File: config.mk
export PLATFORM = sky130hd
export DESIGN_NAME = jk_bank_sequencer
export DESIGN_NICKNAME = d
export VERILOG_FILES = /design/src/rtl/jk_bank_sequencer.sv
export SDC_FILE = /design/constraint.sdc
export NUM_CORES = 1
export LEC_CHECK = 0
export BUFFER_PORTS_ARGS = -buffer_cell sky130_fd_sc_hd__buf_4
export CAP_MARGIN = 20
export CORE_AREA = 2 2 51 53
export DETAILED_ROUTE_END_ITERATION = 10
export DIE_AREA = 0 0 53 55
export PLACE_DENSITY = 0.78
export SETUP_SLACK_MARGIN = 0.4
export SKIP_LAST_GASP = 1
export SYNTH_ARGS = -nofsm -noshare
export SYNTH_HDL_FRONTEND = slang
export SYNTH_SLANG_ARGS = --single-unit
File: constraint.sdc
create_clock -name clk -period 3.2 [get_ports clk]
set_input_delay 0.64 -clock clk [delete_from_list [all_inputs] [get_ports clk]]
set_output_delay 0.64 -clock clk [all_outputs]
set_load 0.01 [all_outputs]
File: src/rtl/jk_bank_sequencer.sv
// Command-driven excitation sequencer for a bank of WIDTH JK flip-flops.
// Accepts CLEAR/LOAD/UP/DOWN/TOGGLE commands and drives per-bit J/K lines from state, operand and bank Q.
module jk_bank_sequencer #(
    parameter int WIDTH = 4
) (
    input  logic             clk,
    input  logic             rst,
    input  logic             cmd_valid,
    output logic             cmd_ready,
    input  logic [2:0]       cmd_op,
    input  logic [WIDTH-1:0] cmd_arg,
    input  logic             cmd_abort,
    input  logic [WIDTH-1:0] q_i,
    output logic [WIDTH-1:0] j_o,
    output logic [WIDTH-1:0] k_o,
    output logic             done,
    output logic             aborted,
    output logic             wrap,
    output logic             err
);

    typedef enum logic [1:0] {
        S_IDLE = 2'd0,
        S_RUN  = 2'd1,
        S_DONE = 2'd2
    } state_t;

    localparam logic [2:0] OP_CLEAR  = 3'b001;
    localparam logic [2:0] OP_LOAD   = 3'b010;
    localparam logic [2:0] OP_UP     = 3'b011;
    localparam logic [2:0] OP_DOWN   = 3'b100;
    localparam logic [2:0] OP_TOGGLE = 3'b101;

    state_t           state_q;
    logic [2:0]       op_q;
    logic [WIDTH-1:0] arg_q;
    logic [WIDTH-1:0] cnt_q;
    logic             done_q;
    logic             aborted_q;
    logic             wrap_q;
    logic             err_q;

    logic [WIDTH-1:0] up_mask;
    logic [WIDTH-1:0] dn_mask;
    logic             counting;
    logic             step_en;
    logic             last_step;

    // A bit toggles on a count step when every lower bit is at its carry/borrow value.
    assign up_mask[0] = 1'b1;
    assign dn_mask[0] = 1'b1;
    generate
        for (genvar gi = 1; gi < WIDTH; gi++) begin : g_mask
            assign up_mask[gi] = &q_i[gi-1:0];
            assign dn_mask[gi] = ~|q_i[gi-1:0];
        end
    endgenerate

    assign counting  = (state_q == S_RUN) && ((op_q == OP_UP) || (op_q == OP_DOWN));
    assign step_en   = counting && (cnt_q != '0) && !cmd_abort;
    assign last_step = (cnt_q == '0) || (cnt_q == WIDTH'(1));

    always_comb begin
        j_o = '0;
        k_o = '0;
        if (state_q == S_RUN) begin
            case (op_q)
                OP_CLEAR: begin
                    j_o = '0;
                    k_o = '1;
                end
                OP_LOAD: begin
                    j_o = arg_q;
                    k_o = ~arg_q;
                end
                OP_TOGGLE: begin
                    j_o = arg_q;
                    k_o = arg_q;
                end
                OP_UP: begin
                    if (step_en) begin
                        j_o = up_mask;
                        k_o = up_mask;
                    end
                end
                OP_DOWN: begin
                    if (step_en) begin
                        j_o = dn_mask;
                        k_o = dn_mask;
                    end
                end
                default: begin
                    j_o = '0;
                    k_o = '0;
                end
            endcase
        end
    end

    always_ff @(posedge clk or negedge rst) begin
        if (!rst) begin
            state_q   <= S_IDLE;
            op_q      <= '0;
            arg_q     <= '0;
            cnt_q     <= '0;
            done_q    <= 1'b0;
            aborted_q <= 1'b0;
            wrap_q    <= 1'b0;
            err_q     <= 1'b0;
        end else begin
            done_q    <= 1'b0;
            aborted_q <= 1'b0;
            wrap_q    <= 1'b0;
            case (state_q)
                S_IDLE: begin
                    if (cmd_valid) begin
                        op_q    <= cmd_op;
                        arg_q   <= cmd_arg;
                        cnt_q   <= cmd_arg;
                        state_q <= S_RUN;
                        if (cmd_op[2:1] == 2'b11) begin
                            err_q <= 1'b1;
                        end
                    end
                end
                S_RUN: begin
                    if (counting) begin
                        // Wrap is judged on the pre-step Q, i.e. the value the step leaves.
                        if (step_en) begin
                            wrap_q <= (op_q == OP_UP) ? (&q_i) : (~|q_i);
                        end
                        if (cnt_q != '0) begin
                            cnt_q <= cnt_q - WIDTH'(1);
                        end
                        if (cmd_abort || last_step) begin
                            state_q   <= S_DONE;
                            done_q    <= 1'b1;
                            aborted_q <= cmd_abort;
                        end
                    end else begin
                        state_q <= S_DONE;
                        done_q  <= 1'b1;
                    end
                end
                S_DONE: begin
                    state_q <= S_IDLE;
                end
                default: begin
                    state_q <= S_IDLE;
                end
            endcase
        end
    end

    assign cmd_ready = (state_q == S_IDLE);
    assign done      = done_q;
    assign aborted   = aborted_q;
    assign wrap      = wrap_q;
    assign err       = err_q;

endmodule
==> results of run 1 <==
## layer usage
metal / global-route usage, % / vias up / share of wire, %
met3: 3.495 / 6 / 7.3
met5: 0 / - / 0
li1: - / 589 / -
met2: 39.17 / 57 / 49
met4: 8.974 / 0 / 1.5
met1: 27.27 / 571 / 43
## how the worst max path moves through the flow
stage | cells past startpoint | end | slack (ns) | startpoint
after floorplan | 4 | j_o[1] | 0.65 | q_i[0]
after global placement | 6 | j_o[1] | 0.42 | q_i[0]
after detailed placement | 6 | j_o[1] | 0.37 | q_i[0]
after CTS | 7 | j_o[2] | 0.41 | cnt_q[0]
after global routing | 5 | j_o[3] | 0.33 | op_q[0]
final | 5 | j_o[3] | 0.44 | op_q[0]
## final cells by class
class | instances | share of cell area (%)
Clock buffer | 4 | 1.733
Sequential cell | 17 | 28.38
Tap cell | 30 | 2.475
Inverter | 5 | 1.238
Multi-Input combinational cell | 111 | 46.86
Timing Repair Buffer | 39 | 19.31
## kinds of logic (layout without fill, tap and decap cells)
kind of cell,after synthesis,in the layout
AND/OR/NAND/NOR,69,69
AO/OA/AOI/OAI,39,39
flip-flops,17,17
buffers and inverters,14,48
adder cells (fa/ha/maj),2,2
multiplexers,1,1
## per-stage QoR
stage / cell area [um^2] / hold WS [ns] / utilization, %
final: 1516 / 0.1991 / 64.13
after global routing: 1516 / 0.2039 / 64.13
after CTS: 1486 / 0.2056 / 62.86
after detailed placement: 1374 / 0.4572 / 58.10
after global placement: 1374 / 0.4505 / 58.10
after floorplan: 1169 / 0.3444 / -
## worst max-delay path: stages, from the launching register on
cell and delay [ns]:
dfrtp_2 0.45, or3b_4 0.45, a2111oi_4 0.42, a22oi_1 0.12
o22ai_1 0.23, buf_4 0.16
## registers in the layout, indices dropped and copies added (netlist names)
| register | flops |
|---|---|
| aborted | 1 |
| arg_q | 4 |
| cnt_q | 4 |
| done | 1 |
| err | 1 |
| op_q | 3 |
| state_q | 2 |
| wrap | 1 |
## cell usage after synthesis (2+ instances only)
| cell | instances | area share [%] |
|---|---|---|
| a22oi_1 | 6 | 3.9 |
| buf_6 | 2 | 1.9 |
| inv_1 | 5 | 1.6 |
| or3_1 | 2 | 1.1 |
| o22ai_1 | 4 | 2.1 |
| a31o_2 | 2 | 1.5 |
| nor2_1 | 11 | 3.5 |
| nor2b_1 | 4 | 2.1 |
| ha_1 | 2 | 2.1 |
| nand2_1 | 31 | 10 |
| clkbuf_1 | 5 | 1.6 |
| o21ai_0 | 5 | 2.1 |
| a21oi_1 | 8 | 3.4 |
| nor4b_1 | 3 | 2.2 |
| nor3_1 | 4 | 1.7 |
| dfrtp_1 | 17 | 36 |
| a221oi_1 | 4 | 3.0 |
| nand2b_1 | 4 | 2.1 |
| o31ai_1 | 2 | 1.3 |
## report_power, final
part,switching [mW],leakage (nW),internal (mW)
logic,0.400,0.459,0.363
registers,0.118,0.204,0.309
clock network,0.0656,0.0150,0.0484
## timing repair
| item | in CTS | in global routing |
|---|---|---|
| pin swaps | 1 | 3 |
| buffers inserted | 6 | 4 |
| endpoints found under the setup margin | 7 | 6 |
| gates resized for setup | 10 | 0 |
==> impl_metrics.env, run 1 <==
export IMPL_required_ns=2.56
export IMPL_synth_top_family_by_area="simple AND/OR/NAND/NOR gates"
export IMPL_insertion_delay_ns=0.29
export IMPL_tns_ns=0
export IMPL_grt_antenna_before_repair=0
export IMPL_cts_max_path_buffers=2
export IMPL_vias=1223
export IMPL_syn_nets=159
export IMPL_start_util_pct=49.42
export IMPL_async_reset_ff_share_pct=100.0
export IMPL_core_area_um2=2365
export IMPL_leakagePower_nw=0.6779
export IMPL_max_freq_mhz=362.1
export IMPL_die_area_um2=2915
export IMPL_stdcell_count=206
export IMPL_grt_pass1_wl_um=4726
export IMPL_synth_edf_count=0
export IMPL_ff_latch_area_um2=430.4
export IMPL_rrSetupSlack_ns=1.16
export IMPL_dr_pass1_iters=5
export IMPL_synth_ff_type="dfrtp_1"
export IMPL_synthMuxAreaShare_pct=0.8565
export IMPL_synth_area_um2=1169
export IMPL_synth_xor_area_share_pct=0
export IMPL_power_density_nw_per_um2=859.9
export IMPL_drive_above_1_share_pct=31.25
export IMPL_port_buffers=27
export IMPL_nets=194
export IMPL_reg2regPathDepth=7
export IMPL_crit_path_start_kind="flip-flop"
export IMPL_drt_iter0_drc=43
export IMPL_total_power_mw=1.304
export IMPL_report_final_slew_viol_count=0
export IMPL_cts_root_buf="clkbuf_4"
export IMPL_worst_pin_slew_ns=0.6660
export IMPL_synth_seq_cells=17
export IMPL_clk_pin_slew_ns=0.10
export IMPL_synth_adder_area_share_pct=2.141
export IMPL_hold_buffers=0
export IMPL_dieHeight_um=55
export IMPL_cts_tree="done"
export IMPL_preCtsSetupSlack_ns=0.3696
export IMPL_area_growth_pct=29.76
export IMPL_worstPathArrival_ns=2.12
export IMPL_grt_pass1_vias=1109
export IMPL_drc=0
export IMPL_hold_violations=0
export IMPL_n_fill_cell=214
export IMPL_status="finished, final reports clean"
export IMPL_hpwl_um=2073
export IMPL_min_period_over_period_pct=86.29
export IMPL_vias_per_cell=5.937
export IMPL_grt_max_degree=18
export IMPL_synth_cells=142
export IMPL_synth_warnings=0
export IMPL_ant_nets=0
export IMPL_n_antenna_cell=0
export IMPL_place_congestion=0.9246
export IMPL_wl_um=3033
export IMPL_multiInputGateArea_um2=710.7
export IMPL_setup_slack_ns=0.4387
export IMPL_setup_viol=0
export IMPL_most_common_layout_cells="39 x buf_4, 31 x nand2_1, 13 x dfrtp_1, 11 x nor2_1, 8 x a21oi_1"
export IMPL_syn_area_per_cell_um2=8.230
export IMPL_synth_compound_area_share_pct=24.95
export IMPL_drv_cap=0
export IMPL_post_drt_wl_per_cell_um=14.72
export IMPL_gr_total_overflow=0
export IMPL_end_kind="primary output"
export IMPL_final_common_cell="buf_4"
export IMPL_cts_max_level=1
export IMPL_clkSinkCount=17
export IMPL_worstSetupPathType="reg -> out"
export IMPL_synth_simple_gate_area_share_pct=29.76
export IMPL_grt_total_usage_pct=22.22
export IMPL_synth_cell_types=40
export IMPL_die_w_um=53
export IMPL_vdd_drop_max_mv=0.4432
export IMPL_timing_rr_start="cnt_q[0]"
export IMPL_relSlewSlack_pct=55.51
export IMPL_synth_sequential_area_ratio_pct=36.40
export IMPL_crit_fanout=6
export IMPL_reg2reg_to="cnt_q[0]"
export IMPL_hold_path_class="in -> async"
export IMPL_pin_count=28
export IMPL_rsz0062_at_grt="yes"
export IMPL_cts_buffers=3
export IMPL_skew_ns=0.001803
export IMPL_min_period_ns=2.761
export IMPL_dp_cells=192
export IMPL_core_rowCount=18
Power figures use the tool's default switching activity.
==> inputs of run 2 (changes only) <==
REMOVE_ABC_BUFFERS = 1   (was not set)
==> run 2 against run 1 <==
Effect of this change: core utilization increased by 1.5 points; non-clock buffer count increased by 5; combinational power increased by 7.6%; clock skew increased by 0.0017 ns; first-iteration DRC count decreased by 30%; register-to-register slack about the same; flip-flop and latch count unchanged; clock power about the same; total power increased by 3.4%; worst setup slack got worse by 0.038 ns; routed wire length increased by 4.4%; critical endpoint is now j_o[1]; highest routed layer unchanged.
==> impl_metrics.env, run 2 (synthesis gave the netlist of run 1 again) <==
export IMPL_status="finished, final reports clean"
export IMPL_p_comb_share_pct=60.9
export IMPL_dieHeight_um=55
export IMPL_worstSetupPathType="reg -> out"
export IMPL_relSlewSlack_pct=54.91
export IMPL_worstPathArrival_ns=2.16
export IMPL_clk_pin_slew_ns=0.09
export IMPL_area_growth_pct=32.76
export IMPL_grt_max_degree=18
export IMPL_cts_buffers=3
export IMPL_start_util_pct=49.42
export IMPL_min_period_ns=2.799
export IMPL_grt_pass1_wl_um=4733
export IMPL_most_common_layout_cells="43 x buf_4, 29 x nand2_1, 14 x dfrtp_1, 11 x nor2_1, 8 x a21oi_1"
export IMPL_insertion_delay_ns=0.29
export IMPL_max_freq_mhz=357.2
export IMPL_core_rowCount=18
export IMPL_report_final_slew_viol_count=0
export IMPL_whs_ns=0.1911
export IMPL_pin_count=28
export IMPL_vdd_drop_max_mv=0.5277
export IMPL_nets=199
export IMPL_worst_pin_slew_ns=0.6750
export IMPL_die_area_um2=2915
export IMPL_drv_cap=0
export IMPL_place_congestion=0.8907
export IMPL_hold_buffers=0
export IMPL_total_power_mw=1.348
export IMPL_hpwl_um=2186
export IMPL_largest_registers="arg_q (4), cnt_q (4), op_q (3)"
export IMPL_dr_pass1_iters=4
export IMPL_cts_tree="done"
export IMPL_drc=0
export IMPL_cpPeakStageDelay_ns=0.59
export IMPL_drt_iter0_drc=30
export IMPL_crit_path_start_kind="flip-flop"
export IMPL_drive_above_1_share_pct=32.60
export IMPL_core_area_um2=2365
export IMPL_grt_pass1_vias=1140
export IMPL_final_common_cell="buf_4"
export IMPL_netSwitchingPower_mw=0.5972
export IMPL_grt_antenna_before_repair=0
export IMPL_p_clk_share_pct=8.5
export IMPL_power_density_nw_per_um2=868.7
export IMPL_tns_ns=0
export IMPL_n_antenna_cell=0
export IMPL_crit_path_top_delay_cell="or4b_1"
export IMPL_cts_max_path_buffers=2
export IMPL_preCtsSetupSlack_ns=0.3426
export IMPL_end_kind="primary output"
export IMPL_skew_ns=0.003496
export IMPL_min_period_over_period_pct=87.47
export IMPL_setup_viol=0
export IMPL_leakagePower_nw=0.7025
export IMPL_cts_max_level=1
export IMPL_vias_per_cell=5.882
export IMPL_setup_slack_ns=0.4008
export IMPL_grt_total_usage_pct=22.70
export IMPL_hold_violations=0
export IMPL_die_w_um=53
export IMPL_switching_share_pct=44.30
export IMPL_wl_um=3167
export IMPL_p_seq_share_pct=30.6
export IMPL_worstPathCellList="or4b_1, a2111oi_4, a21oi_1, o22ai_1, buf_4"
export IMPL_vias=1241
export IMPL_gr_total_overflow=0
export IMPL_clkSinkCount=17
export IMPL_hold_path_class="in -> async"
export IMPL_p_int_mw=0.7507
export IMPL_post_drt_wl_per_cell_um=15.01
export IMPL_cts_root_buf="clkbuf_4"
export IMPL_ant_nets=0
export IMPL_port_buffers=27
export IMPL_crit_fanout=5
export IMPL_rsz0062_at_grt="yes"
export IMPL_required_ns=2.56
## run 2: worst paths after layout
kind | from | slack [ns] | cells past startpoint | end
min in group clk | err | 0.49 | 1 | err
hold / removal | rst | 0.19 | 1 | cnt_q[0]
setup reg to reg | op_q[2] | 1.17 | 5 | cnt_q[0]
hold reg to reg | err | 0.49 | 1 | err
setup / recovery | op_q[0] | 0.40 | 5 | j_o[1]
max in group asynchronous | rst | 2.80 | 1 | op_q[1]
## run 2: stage by stage
| stage | cells | utilization, % | instance area, um^2 |
|---|---|---|---|
| 2_1_floorplan | 133 | - | 1119 |
| 3_3_place_gp | 193 | 58.41 | 1381 |
| 3_5_place_dp | 193 | 58.41 | 1381 |
| 4_1_cts | 203 | 62.70 | 1483 |
| 5_1_grt | 211 | 65.61 | 1551 |
| 6_report | 211 | 65.61 | 1551 |
## run 2: layout make-up
class / instances / area (um^2)
repair buffers: 44 / 334.1
multi-input cells: 111 / 705.7
clock buffers: 4 / 26.28
inverters: 5 / 18.77
flip-flops and latches: 17 / 429.2
well taps: 30 / 37.54
fillers: 217 / 813.3
## run 2: what timing repair did
| item | 4_1_cts | 5_1_grt |
|---|---|---|
| gates cloned | 0 | 0 |
| endpoints found under the setup margin | 7 | 5 |
| pin swaps | 1 | 5 |
| resized for setup | 7 | 3 |
| setup buffers | 6 | 8 |
## run 2: power by group through the flow
stage	clock, mW	sequential (mW)	combinational, mW
global route	0.125	0.424	0.893
finish	0.114	0.413	0.821
floorplan	0	0.413	0.425
CTS	0.118	0.413	0.738
detailed placement	0	0.443	0.628
global placement	0	0.437	0.600
## run 2: metal layers
layer,vias up,part of all wire (%),GRT usage [%]
li1,596,-,-
met1,587,41,26.48
met2,49,51,42.08
met3,9,5.4,2.419
met4,0,2.1,10.26
met5,-,0,0
## run 2: worst max-delay path: cells and delay by family (launching register included)
kind                   cells  cell delay [ns]
buffers and inverters      1             0.16
DFF                        1             0.45
AOI/OAI and AO/OA          3             0.67
and+or+nand+nor            1             0.59
==> inputs of run 3 (changes only) <==
RECOVER_POWER = 25   (was not set)
==> run 3 against run 2 <==
Effect of this change: flip-flop and latch count stayed put; sequential power barely moved; largest power group unchanged; die area unchanged; clock skew is essentially flat; clock power hardly changed; routed wire length is the same.
==> impl_metrics.env, run 3 (synthesis gave the netlist of run 1 again) <==
export IMPL_relSlewSlack_pct=38.85
export IMPL_dr_pass1_iters=5
export IMPL_crit_path_top_delay_cell="or4b_1"
export IMPL_worstPathArrival_ns=2.16
export IMPL_cts_buffers=3
export IMPL_critPathTopFamily="compound AO/OA/AOI/OAI gates"
export IMPL_vias=1238
export IMPL_crit_buf_inv=1
export IMPL_p_seq_share_pct=30.6
export IMPL_p_int_mw=0.7501
export IMPL_p_comb_share_pct=60.9
export IMPL_netSwitchingPower_mw=0.5963
export IMPL_leakagePower_nw=0.6989
export IMPL_insertion_delay_ns=0.29
export IMPL_core_area_um2=2365
export IMPL_required_ns=2.56
export IMPL_status="finished, final reports clean"
export IMPL_vdd_drop_max_mv=0.5268
export IMPL_grt_antenna_before_repair=0
export IMPL_crit_fanout=5
export IMPL_crit_path_start_kind="flip-flop"
export IMPL_clk_pin_slew_ns=0.09
export IMPL_cts_max_level=1
export IMPL_n_fill_cell=217
export IMPL_tns_ns=0
export IMPL_largest_registers="arg_q (4), cnt_q (4), op_q (3)"
export IMPL_hold_buffers=0
export IMPL_area_growth_pct=32.44
export IMPL_die_w_um=53
export IMPL_rsz0062_at_grt="yes"
export IMPL_setup_viol=0
export IMPL_ff_latch_area_um2=429.2
export IMPL_total_power_mw=1.346
export IMPL_most_common_layout_cells="42 x buf_4, 29 x nand2_1, 14 x dfrtp_1, 11 x nor2_1, 8 x a21oi_1"
export IMPL_grt_total_usage_pct=22.70
export IMPL_worst_pin_slew_ns=0.9172
export IMPL_drv_cap=0
export IMPL_hold_violations=0
export IMPL_power_density_nw_per_um2=869.9
export IMPL_n_antenna_cell=0
export IMPL_core_rowCount=18
export IMPL_fin_util_pct=65.45
export IMPL_ant_nets=0
export IMPL_drc=0
export IMPL_dieHeight_um=55
export IMPL_grt_pass1_vias=1140
export IMPL_die_area_um2=2915
export IMPL_post_drt_wl_per_cell_um=15.01
export IMPL_cts_root_buf="clkbuf_4"
export IMPL_grt_max_degree=18
export IMPL_report_final_slew_viol_count=0
export IMPL_min_period_over_period_pct=87.47
export IMPL_p_clk_share_pct=8.5
export IMPL_switching_share_pct=44.29
export IMPL_skew_ns=0.003836
export IMPL_max_freq_mhz=357.3
export IMPL_hpwl_um=2186
export IMPL_cts_max_path_buffers=2
export IMPL_start_util_pct=49.42
export IMPL_min_period_ns=2.799
export IMPL_multiInputGateArea_um2=705.7
export IMPL_place_congestion=0.8907
export IMPL_worstSetupPathType="reg -> out"
export IMPL_clkSinkCount=17
export IMPL_port_buffers=27
export IMPL_cts_tree="done"
export IMPL_pin_count=28
export IMPL_drive_above_1_share_pct=32.04
export IMPL_hold_path_class="in -> async"
export IMPL_vias_per_cell=5.867
export IMPL_wl_um=3167
export IMPL_nets=199
export IMPL_worstPathCellList="or4b_1, a2111oi_4, a21oi_1, o22ai_1, buf_4"
export IMPL_grt_pass1_wl_um=4733
export IMPL_drt_iter0_drc=29
export IMPL_end_kind="primary output"
export IMPL_cpPeakStageDelay_ns=0.59
export IMPL_gr_total_overflow=0
export IMPL_final_common_cell="buf_4"
==> run 3: cell count changes in the layout (fill, tap and decap cells not counted) <==
cell | previous run | this run
buf_4 | 43 | 42
clkbuf_1 | 1 | 2
==> run 3: through the flow <==
step / hold slack (ns) / area, um^2 / setup WS (ns) / std cells
finish: 0.4478 / 1548 / 0.4009 / 211
detailed placement: 0.4746 / 1381 / 0.3426 / 193
floorplan: 0.3444 / 1119 / 0.6403 / 133
global route: 0.5031 / 1548 / 0.3090 / 211
CTS: 0.1938 / 1483 / 0.4216 / 203
global placement: 0.4493 / 1381 / 0.4494 / 193
==> run 3: power groups by stage <==
stage	logic, mW	registers (mW)	clock network, mW
floorplan	0.425	0.413	0
global placement	0.600	0.437	0
detailed placement	0.628	0.443	0
CTS	0.738	0.413	0.118
global route	0.893	0.424	0.125
finish	0.820	0.412	0.114
==> run 3: worst paths after layout <==
| kind | startpoint | end | slack (ns) | cells after the start |
|---|---|---|---|---|
| setup reg to reg | op_q[2] | cnt_q[0] | 1.17 | 5 |
| hold / removal | rst | cnt_q[0] | 0.45 | 1 |
| max in group asynchronous | rst | op_q[1] | 2.13 | 1 |
| min in group clk | err | err | 0.49 | 1 |
| hold reg to reg | err | err | 0.49 | 1 |
| setup / recovery | op_q[0] | j_o[1] | 0.40 | 5 |
==> run 3: timing repair <==
action / in CTS / in global routing
pin swaps: 1 / 5
resized for setup: 7 / 3
endpoints found under the setup margin: 7 / 5
setup buffers: 6 / 8
==> run 3: area by class of cell <==
class	instances	share of cell area, %
Inverter	5	1.213
Clock buffer	4	1.698
Multi-Input combinational cell	111	45.59
Timing Repair Buffer	44	21.34
Sequential cell	17	27.73
Tap cell	30	2.425
==> run 3: routing by layer <==
layer	vias up	track usage [%]	part of all wire, %
li1	596	-	-
met3	9	2.419	5.1
met5	-	0	0
met4	0	10.26	2.1
met2	47	42.08	51
met1	586	26.48	41
==> run 3: worst register-to-register path: stages, from the launching register on <==
cell	delay [ns]
dfrtp_2	0.45
or3b_4	0.44
buf_4	0.16
a211o_1	0.36
and2_4	0.19
a221o_1	0.33
